## config.mk

```make
export PLATFORM = sky130hd
export DESIGN_NAME = vga_timing_out
export DESIGN_NICKNAME = d
export VERILOG_FILES = /design/src/rtl/vga_timing_out.sv
export SDC_FILE = /design/constraint.sdc
export NUM_CORES = 1
export LEC_CHECK = 0
export BUFFER_PORTS_ARGS = -buffer_cell sky130_fd_sc_hd__buf_4
export CORE_UTILIZATION = 30
export CTS_BUF_LIST = sky130_fd_sc_hd__clkbuf_8
export DETAILED_ROUTE_END_ITERATION = 10
export GPL_TIMING_DRIVEN = 0
export PLACE_DENSITY = 0.53
export SYNTH_ARGS = -nofsm -noshare
export SYNTH_HDL_FRONTEND = slang
export SYNTH_SLANG_ARGS = --single-unit
```

## constraint.sdc

```tcl
create_clock -name clk -period 2.9 [get_ports clk]
set_clock_uncertainty 0.15 [all_clocks]
set_input_delay 0.145 -clock clk [delete_from_list [all_inputs] [get_ports clk]]
set_output_delay 0.145 -clock clk [all_outputs]
set_load 0.005 [all_outputs]
```

## src/rtl/vga_timing_out.sv

```systemverilog
// 640x480@60 VGA timing generator with a renderer-latency-matched sync/blank delay line
// and a registered TinyVGA-ordered output word.
module vga_timing_out #(
    parameter int H_ACTIVE   = 640,
    parameter int H_FP       = 16,
    parameter int H_SYNC     = 96,
    parameter int H_BP       = 48,
    parameter int V_ACTIVE   = 480,
    parameter int V_FP       = 10,
    parameter int V_SYNC     = 2,
    parameter int V_BP       = 33,
    parameter int RENDER_LAT = 2
) (
    input  logic       clk,
    input  logic       rst,
    input  logic       ena,
    output logic [9:0] pix_x,
    output logic [9:0] pix_y,
    output logic       pix_valid,
    output logic       line_start,
    output logic       frame_start,
    input  logic [5:0] rgb_in,
    output logic [7:0] vga_out
);

    localparam int H_TOTAL = H_ACTIVE + H_FP + H_SYNC + H_BP;
    localparam int V_TOTAL = V_ACTIVE + V_FP + V_SYNC + V_BP;

    localparam logic [9:0] H_LAST   = 10'(H_TOTAL - 1);
    localparam logic [9:0] V_LAST   = 10'(V_TOTAL - 1);
    localparam logic [9:0] H_VIS    = 10'(H_ACTIVE);
    localparam logic [9:0] V_VIS    = 10'(V_ACTIVE);
    localparam logic [9:0] HS_START = 10'(H_ACTIVE + H_FP);
    localparam logic [9:0] HS_END   = 10'(H_ACTIVE + H_FP + H_SYNC);
    localparam logic [9:0] VS_START = 10'(V_ACTIVE + V_FP);
    localparam logic [9:0] VS_END   = 10'(V_ACTIVE + V_FP + V_SYNC);

    localparam logic [7:0] VGA_IDLE = 8'b1000_1000;

    // Raw syncs here are active-high; inversion to pin polarity happens at the output register.
    typedef struct packed {
        logic hsync;
        logic vsync;
        logic blank;
    } ctl_t;

    localparam ctl_t CTL_IDLE = '{hsync: 1'b0, vsync: 1'b0, blank: 1'b1};

    logic [9:0] h_cnt;
    logic [9:0] v_cnt;
    ctl_t       ctl_raw;
    ctl_t       ctl_d;
    logic [5:0] colour;

    // NOTE: sequential state uses non-blocking assignments so every register samples
    // pre-edge values; blocking here would let h_cnt's update leak into v_cnt's decision.
    always_ff @(posedge clk or posedge rst) begin
        if (rst) begin
            h_cnt <= '0;
            v_cnt <= '0;
        end else if (ena) begin
            if (h_cnt == H_LAST) begin
                h_cnt <= '0;
                v_cnt <= (v_cnt == V_LAST) ? 10'd0 : v_cnt + 10'd1;
            end else begin
                h_cnt <= h_cnt + 10'd1;
            end
        end
    end

    assign pix_x       = h_cnt;
    assign pix_y       = v_cnt;
    assign pix_valid   = (h_cnt < H_VIS) && (v_cnt < V_VIS);
    assign line_start  = ena && (h_cnt == 10'd0);
    assign frame_start = ena && (h_cnt == 10'd0) && (v_cnt == 10'd0);

    assign ctl_raw.hsync = (h_cnt >= HS_START) && (h_cnt < HS_END);
    assign ctl_raw.vsync = (v_cnt >= VS_START) && (v_cnt < VS_END);
    assign ctl_raw.blank = !pix_valid;

    generate
        if (RENDER_LAT == 0) begin : g_no_delay
            assign ctl_d = ctl_raw;
        end else begin : g_delay
            ctl_t stage [RENDER_LAT];

            // NOTE: the delay stages are reset, unlike a plain data pipe, because their
            // contents reach the pins: they must come up blank with syncs inactive.
            always_ff @(posedge clk or posedge rst) begin
                if (rst) begin
                    for (int i = 0; i < RENDER_LAT; i++) begin
                        stage[i] <= CTL_IDLE;
                    end
                end else if (ena) begin
                    stage[0] <= ctl_raw;
                    for (int i = 1; i < RENDER_LAT; i++) begin
                        stage[i] <= stage[i-1];
                    end
                end
            end

            assign ctl_d = stage[RENDER_LAT-1];
        end
    endgenerate

    // NOTE: a select-driven mux (with its default assigned unconditionally) keeps an
    // undriven rgb_in during blanking from ever reaching the pins, and infers no latch.
    always_comb begin
        colour = 6'd0;
        if (!ctl_d.blank) begin
            colour = rgb_in;
        end
    end

    // rgb_in = {r1,r0,g1,g0,b1,b0}; pins = {hsync,b0,g0,r0,vsync,b1,g1,r1}.
    always_ff @(posedge clk or posedge rst) begin
        if (rst) begin
            vga_out <= VGA_IDLE;
        end else if (ena) begin
            vga_out <= {~ctl_d.hsync, colour[0], colour[2], colour[4],
                        ~ctl_d.vsync, colour[1], colour[3], colour[5]};
        end
    end

endmodule

```

==> results.toml <==
[finish]
nNetsFinal = 237
final_core_util_pct = 42.4
final_area_sq_um = 2200
antenna_cells = 0
area_growth_pct = 33.2
drive_above_1_share_pct = 25.3

[clock_network]
clock-root-buffer = "clkbuf_8"
cts_setup_buffers = 0
insertion_delay_ns = 0.29
cts_inserted_buffers = 5
path_clk_slew_ns = 0.07
cts_buffer_depth = 2
cts_max_level = 2
cts_resized = 0
cts.sinks = 34
cts_tree = "yes"

[pwr]
power.leakage_nw = 1.04
vdd_ir_drop_max_mv = 0.273
pwr_density_cell_nw_per_um2 = 581
p_total_mw = 1.28

[sta]
fmax_ghz = 0.432
final_max_slew_viol_count = 0
setup_viol = 0
worstMarginPinSlew_ns = 0.705
relSlewSlack_pct = 53.0
fin_crit_ns = 2.32
period_share_pct = 79.9
holdWs_ns = 0.0741
tns_ns = 0
hold_viol = 0
rsz0062_at_grt = "no"

[die]
coreArea_sq_um = 5200
rows = 26
initial_core_util_pct = 31.8
ios = 40
die_h_um = 76.3
die_w_um = 76.3
die_area_sq_um = 5820

[drt]
met3_length_um = 142
top_layer_used = "met4"
vias = 1385
m1WireLength_um = 1820
wl_per_cell_um = 12.5
route.detailed.drc = 0
post_drt_via_cell_ratio = 4.69
met2_length_um = 1660
drt_wl_total_um = 3680
ant_nets = 0
drt_iter0_markers = 49
dr.pass1.iters = 4

[synth]
synth.area.top_cells = "dfrtp_1 45%, dfstp_2 6.3%, o21ai_0 4.2%"
synth_largest_area_cell = "dfrtp_1"
postSynthCellCount = 172
synth_common_cells = "30 x dfrtp_1, 16 x nand2_1, 15 x inv_1"
synth_edf_count = 0
async_flop_share_pct = 100
syn_nets = 185
avgSynthCellArea_sq_um = 9.62
ys.flop_type = "dfrtp_1"
yosysUniqueCellTypes = 35
synth-seq-cells = 34
syn-cell-area_sq_um = 1660
ys_seq_area_share_pct = 51.7
ys.warnings.count = 0
synth.top_cell.area_share_pct = 45.4
synth.most_common_cell = "dfrtp_1"

[worst_setup_path]
cp.buffers_inverters = 1
crit_chain = "or3b_1, nor4_1, buf_2, a21oi_1, a31oi_1"
crit_family = "simple AND/OR/NAND/NOR gates"
cp.arrival_ns = 2.37
r2r_slack_ns = 0.58
rr_endpoint = "pix_y[2]$_DFFE_PP0P_"
r2r_start = "pix_x[7]$_DFFE_PP0P_"
crit_type = "reg -> reg"
slowest_delay_ns = 0.62
end_kind = "register"
reg2reg_depth = 5
required_ns = 2.96
critPathMaxFanout = 10
start_kind = "register"
critPathSlowestCell = "nor4_1"

[placed_design]
dp_hpwl_um = 2600
portBuffers = 38
gp_congestion = 0.804
placed_area_sq_um = 2030

[global_routing]
overflow = 0
grt_antenna_before_repair = 0
grt_pass1_wl_um = 6510
grt_start_max_net_pins = 35
first_global_vias = 1394
grt_use_total_pct = 14.1

[flow_run]
max-cap-violations = 0

[hold_path]
hp-class = "in -> reg"
whs_path_depth = 3
min_from = "ena"
hold_end = "g_delay.stage[5]$_DFFE_PP0P_"

[outcome]
outcome = "completed"
==> power by group <==
group	leakage, nW	total (mW)	internal [mW]	switching, mW
clock	0.0607	0.417	0.250	0.167
sequential	0.437	0.589	0.522	0.0670
combinational	0.547	0.274	0.141	0.133
total	1.04	1.28	0.913	0.367
==> layout make-up <==
cell class / count / area [sq um]
repair buffers: 45 / 355
plain buffers: 8 / 36.3
clock inverters: 3 / 37.5
inverters: 15 / 56.3
flip-flops and latches: 34 / 856
well taps: 70 / 87.6
fillers: 546 / 3000
multi-input cells: 115 / 707
clock buffers: 5 / 68.8
==> registers in the layout, indices dropped and copies added, names as in the netlist <==
register	count
pix_x	10
pix_y	10
vga_out	8
ctl_d	3
g_delay.stage	3
==> cells in the final DEF (no fill, tap or decap), types with 2 or more instances in the layout <==
| master | instances |
|---|---|
| o21ai_0 | 14 |
| nor2b_1 | 3 |
| nor3_1 | 3 |
| nand3_1 | 8 |
| dfrtp_1 | 30 |
| xnor2_1 | 6 |
| nand2_1 | 16 |
| nor4_1 | 3 |
| o31ai_1 | 3 |
| xor2_1 | 3 |
| a21oi_1 | 4 |
| or3_1 | 3 |
| a31oi_1 | 2 |
| buf_4 | 39 |
| clkbuf_1 | 5 |
| nor2_1 | 12 |
| ha_1 | 4 |
| dfstp_2 | 4 |
| dlygate4sd3_1 | 7 |
| nand4_1 | 7 |
| and3_1 | 8 |
| mux2_2 | 4 |
| clkbuf_8 | 5 |
| inv_1 | 16 |
| mux2i_1 | 2 |
==> metal layers <==
metal,track usage (%),vias up
met5,0,-
met4,5.19,0
met3,3.35,7
met2,22.0,24
met1,18.9,655
li1,-,699
==> worst min-delay path, delay by kind of cell <==
kind	cells	cell delay [ns]
buf+inv	1	0.14
simple gates	1	0.10
compound gates	1	0.08
==> metrics by stage <==
stage / cells / setup slack (ns)
after global routing: 295 / 0.382
after global placement: 280 / 0.583
after floorplan: 172 / 0.802
final: 295 / 0.583
after detailed placement: 280 / 0.597
after CTS: 294 / 0.565
==> cells by family (layout without fill, tap and decap cells) <==
kind of cell | count (synthesis) | after routing | synth area share (%)
xor+xnor | 9 | 9 | 4.76
simple gates | 69 | 69 | 21.5
compound gates | 27 | 27 | 9.52
mux | 6 | 6 | 3.93
flops | 34 | 34 | 51.7
fa+ha+maj | 4 | 4 | 3.02
buf+inv | 23 | 76 | 5.59
==> what timing repair did <==
item	in CTS	in global routing
setup endpoints to repair	0	0
endpoints found under the hold margin	6	30
hold buffers	6	1
==> how the worst max path moves through the flow <==
stage,startpoint,end,depth (start not counted),slack (ns)
5_1_grt,pix_x[7]$_DFFE_PP0P_,pix_y[4]$_DFFE_PP0P_,4,0.38
6_report,pix_x[7]$_DFFE_PP0P_,pix_y[2]$_DFFE_PP0P_,5,0.58
3_5_place_dp,pix_x[7]$_DFFE_PP0P_,pix_y[2]$_DFFE_PP0P_,5,0.60
3_3_place_gp,pix_x[7]$_DFFE_PP0P_,pix_y[2]$_DFFE_PP0P_,5,0.58
2_1_floorplan,pix_x[7]$_DFFE_PP0P_,pix_y[9]$_DFFE_PP0P_,5,0.80
4_1_cts,pix_x[7]$_DFFE_PP0P_,pix_y[2]$_DFFE_PP0P_,5,0.57
Note: power is estimated with default switching activity, not from simulation.
